===== src/rtl/srl_seq_pkg.sv =====
// Shared constants and state encoding for the sequential right shifter.
package srl_seq_pkg;

    localparam int SRL_WIDTH = 32;
    localparam int SRL_SHW   = 5;

    typedef enum logic [1:0] {
        ST_IDLE  = 2'd0,
        ST_SHIFT = 2'd1,
        ST_DONE  = 2'd2
    } state_t;

    // Value of the arith input that selects sign fill.
    localparam logic ARITH_SRA = 1'b1;
    localparam logic ARITH_SRL = 1'b0;

endpackage


===== src/rtl/srl_seq_srl_1.sv =====
// Combinational single-position right shift; the vacated MSB takes the fill bit.
module srl_1 #(
    parameter int WIDTH = 32
) (
    input  logic [WIDTH-1:0] in_data,
    input  logic             fill,
    output logic [WIDTH-1:0] out_data
);

    assign out_data = {fill, in_data[WIDTH-1:1]};

endmodule


===== src/rtl/srl_seq.sv =====
// Multi-cycle right shifter (logical or arithmetic), one bit position per clock,
// with a start/busy/done handshake.
module srl_seq
    import srl_seq_pkg::*;
#(
    parameter int WIDTH = SRL_WIDTH,
    parameter int SHW   = SRL_SHW
) (
    input  logic             clock,
    input  logic             reset,
    input  logic             start,
    input  logic [WIDTH-1:0] data_in,
    input  logic [SHW-1:0]   shamt,
    input  logic             arith,
    output logic [WIDTH-1:0] result,
    output logic             busy,
    output logic             done
);

    state_t           state_q, state_d;
    logic [WIDTH-1:0] sreg_q, sreg_d;
    logic [WIDTH-1:0] sreg_shr;
    logic [SHW-1:0]   cnt_q, cnt_d;
    logic             fill_q, fill_d;

    srl_1 #(.WIDTH(WIDTH)) u_srl_1 (
        .in_data  (sreg_q),
        .fill     (fill_q),
        .out_data (sreg_shr)
    );

    always_comb begin
        // NOTE: every signal gets a default first so no path leaves it unassigned (no latches).
        state_d = state_q;
        sreg_d  = sreg_q;
        cnt_d   = cnt_q;
        fill_d  = fill_q;

        case (state_q)
            ST_IDLE, ST_DONE: begin
                if (start) begin
                    sreg_d  = data_in;
                    cnt_d   = shamt;
                    // Sign is frozen at capture so later shifts keep the original MSB.
                    fill_d  = (arith == ARITH_SRA) & data_in[WIDTH-1];
                    state_d = (shamt == '0) ? ST_DONE : ST_SHIFT;
                end else if (state_q == ST_DONE) begin
                    state_d = ST_IDLE;
                end
            end
            ST_SHIFT: begin
                sreg_d = sreg_shr;
                cnt_d  = cnt_q - SHW'(1);
                if (cnt_q == SHW'(1)) begin
                    state_d = ST_DONE;
                end
            end
            default: begin
                state_d = ST_IDLE;
            end
        endcase
    end

    always_ff @(posedge clock or posedge reset) begin
        if (reset) begin
            state_q <= ST_IDLE;
            sreg_q  <= '0;
            cnt_q   <= '0;
            fill_q  <= 1'b0;
        end else begin
            // NOTE: non-blocking assignments so all flops update from pre-edge values.
            state_q <= state_d;
            sreg_q  <= sreg_d;
            cnt_q   <= cnt_d;
            fill_q  <= fill_d;
        end
    end

    assign result = sreg_q;
    assign busy   = (state_q == ST_SHIFT);
    assign done   = (state_q == ST_DONE);

endmodule


===== config.mk =====
export PLATFORM = sky130hd
export DESIGN_NAME = srl_seq
export DESIGN_NICKNAME = d
export VERILOG_FILES = /design/src/rtl/srl_seq_pkg.sv /design/src/rtl/srl_seq_srl_1.sv /design/src/rtl/srl_seq.sv
export SDC_FILE = /design/constraint.sdc
export NUM_CORES = 1
export LEC_CHECK = 0
export ABC_AREA = 1
export ABC_CLOCK_PERIOD_IN_PS = 2000
export BUFFER_PORTS_ARGS = -buffer_cell sky130_fd_sc_hd__buf_2
export CORE_MARGIN = 5
export CORE_UTILIZATION = 51
export CTS_CLUSTER_SIZE = 24
export DETAILED_ROUTE_END_ITERATION = 10
export HOLD_SLACK_MARGIN = 0.03
export PLACE_DENSITY_LB_ADDON = 0.2
export SYNTH_ARGS = -nofsm -noshare
export SYNTH_HDL_FRONTEND = slang
export SYNTH_SLANG_ARGS = --single-unit

===== constraint.sdc =====
create_clock -name clock -period 2 [get_ports clock]
set_clock_uncertainty 0.2 [all_clocks]
set_input_delay 0.2 -clock clock [delete_from_list [all_inputs] [get_ports clock]]
set_output_delay 0.2 -clock clock [all_outputs]
set_load 0.1 [all_outputs]

==> impl_results.md <==
* Die Y-Extent at between 70 and 80 µm
* Setup slack of the critical path after layout at 197 ps
* WL/cell at between 10 and 15 µm
* Portion of the clock cycle consumed by the worst path in the final layout at 90.2%
* Clock tree from TritonCTS: yes
* Required time of the worst setup path at 1600 ps
* Minimum clock period after layout at 1800 ps
* Leading cell types by total area after synthesis: dfrtp_1, nor2_1, o22ai_1, buf_6, nand2_1
* Worst setup slack after placement at 326 ps
* Launching element of the worst setup path: state_q[0]$_DFFE_PP0P_
* Async set or reset register ratio after synthesis at 100%
* Filler instances at 241
* Post-layout nets at between 300 and 400
* Avg Vias per Cell at between 5 and 6
* Number of buffers created by CTS at 5
* Cell at the root of the clock tree: clkbuf_4
* Number of global-route vias before repair at around 1900
* Slack of the worst reg-to-reg path at around 290 ps
* H-Tree Depth at 2
* Count of buffers added by post-CTS timing repair for setup at 0
* Register area share after synthesis at between 50% and 60%
* ANT cells at 0
* Share of cells above drive strength 1 at 28.4%
* Library cell occupying the most area in the post-synthesis netlist: dfrtp_1
* Critical register-to-register path startpoint: state_q[0]$_DFFE_PP0P_
* CP bufs+invs at 2
* Number of max-slew violations in the final report at 0
* Aggregate global routing overflow at 0
* Final count of hold timing violations at 0
* Mean Syn Cell Area at around 8.8 µm²
* Wire length of the first global-routing pass at 8690 µm
* Actual transition at the worst max-transition pin at 508 ps
* Commonest cells post-synth: nor2_1, dfrtp_1, o22ai_1
* R2R cell count at 5
* Most used flip-flop cell after synthesis: dfrtp_1
* Setup repair after global routing missed its margin: false
* Number of primary I/O pins at 75
* Maximum root-to-sink buffer count at 2
* CP top delay family: flip-flops
* Largest net degree at the start of global routing at 41
* Sinks on the clock net at 40
* Worst min-delay path category: in2reg
* Max Freq at 555 MHz
* Total negative slack at 0 ps
* First drt pass iteration count at 4
* Maximum Capacitance Violations at 0
* Routability Congestion at ~0.83
* Die X-Extent at 70.2 µm
* Number of routed nets with antenna violations at 0
* Outcome: finished, final reports clean
* Iter 0 DRT Violations at 120
* Syn Nets at between 200 and 300
* Synthesized area at 0.00185 mm²
* Total global routing track utilization at roughly 22%
* Met1 layer usage reported by global route at 27.8%
* Final Routed Wirelength at 5180 µm
* Met3 layer usage reported by global route at 5.31%
* Placeable core region at between 0.003 and 0.004 mm²
* CP startpoint kind: flip-flop
* Number of port buffers at 74
* Sequence of cells on the critical path: nand2_2, inv_2, buf_12
* Relative max-transition margin at 66.2%
* Worst setup EP type: primary output
* Antenna violations before repair at 0
* Classification of the worst setup path: reg2out
* Number of DRC violations after detailed routing at 0
* Synth-to-layout area growth at 46.6%
* Routing layer with the top usage in global route: met2
* Area of the die at 0.00493 mm²
* Library cell contributing the largest single delay on the critical path: dfrtp_1
* Leading cell type by number of instances after synthesis: nor2_1
* Highest fanout seen on the critical path at 13
* Clk pin slew, worst setup/hold paths at 120 ps
* Count of final setup violators at 0
* Placed wire-length estimate after detailed placement at 3170 µm
* Global-route track usage on met2 at between 30% and 40%
* Number of flops mapped to enable cells by yosys at 0
* YS warnings at 0
* Launch point of the worst hold path: shamt[3]
* Portion of synthesized cell area occupied by the leading cell type at 54.1%
* Vias post-DR at roughly 1900
* Number of instances on the worst hold path at 5
* Reg2Reg Capture Point: result[13]$_DFFE_PP0P_
* Clock latency reported for the late side of the worst-skew pair at roughly 350 ps
* Flip-flop and latch count after synthesis at 40
* Gate count after technology mapping at 210
* Floorplan row count at 21
* WP data arrival at 1400 ps
* Starting Density at 54.2%
* Critical Path Max Stage Delay at between 400 and 500 ps
* Endpoint of the worst hold path: cnt_q[3]$_DFFE_PP0P_
* Number of library cell types mapped by synthesis at 18
-- final cells by class --
type                            instances  area, µm²  area share (%)
Tap cell                               46       57.6            2.12
Sequential cell                        40       1000            36.9
Timing Repair Buffer                  118        816            30.1
Clock buffer                            5       37.5            1.38
Multi-Input combinational cell        146        692            25.5
Inverter                               13       48.8            1.80
Clock inverter                          2       60.1            2.21
-- metrics by stage --
stage                     utilization, %  hold WS [ps]  instances  cell area [µm²]
after global routing                79.4          50.9        370             2710
after detailed placement            64.8           152        323             2210
after global placement              64.8           149        323             2210
final                               79.4          51.1        370             2710
after CTS                           79.4          44.5        370             2710
after floorplan                        -           144        210             1850
-- per-layer routing --
metal | routed length, µm | up-vias
li1 | - | 923
met4 | 87 | 0
met5 | 0 | -
met2 | 2520 | 67
met1 | 2250 | 891
met3 | 323 | 9
-- state kept, by name, indices dropped and copies added (netlist names) --
signal / flops
fill_q: 1
cnt_q: 5
state_q: 2
result: 32
-- worst reg2reg max path, stage by stage, from the launching register on --
cell,delay (ps)
dfrtp_1,440
nand2_2,230
nand2_2,270
buf_4,270
o22ai_1,140
nor2_1,60
-- cell usage in the layout, fill, tap and decap left out, drive strengths merged --
cell | netlist | final
ha | 2 | 2
a21oi | 3 | 3
clkbuf | 0 | 5
buf | 11 | 78
nand4 | 2 | 2
nor2 | 67 | 67
inv | 13 | 13
bufinv | 0 | 2
o21ai | 9 | 9
xor2 | 1 | 1
nand2 | 26 | 26
o211ai | 2 | 2
nand3 | 5 | 5
o22ai | 29 | 29
dfrtp | 40 | 40
dlygate4sd3 | 0 | 40
-- cell families (layout without fill, tap and decap cells) --
group	after synthesis	after routing	share of synthesized area, %
DFF	40	40	54.1
and+or+nand+nor	100	100	21.6
buffers and inverters	24	138	8.65
AOI/OAI and AO/OA	43	43	13.9
adders and majority gates	2	2	1.35
xor gates and xnor gates	1	1	0.473
-- worst max path at each step --
stage	end	slack [ps]	cells past startpoint
after floorplan	done	390	1
after global placement	result[3]$_DFFE_PP0P_	370	5
after detailed placement	result[13]$_DFFE_PP0P_	330	5
after CTS	busy	200	3
after global routing	busy	120	3
final	busy	200	3
-- repair_timing --
item	CTS	global route
hold endpoints to repair	78	0
gates resized for setup	0	0
hold buffers	40	0
Power is left out: the tool's default activity adds up to more than one toggle a clock period on the data nets, which glitch-free logic cannot reach.
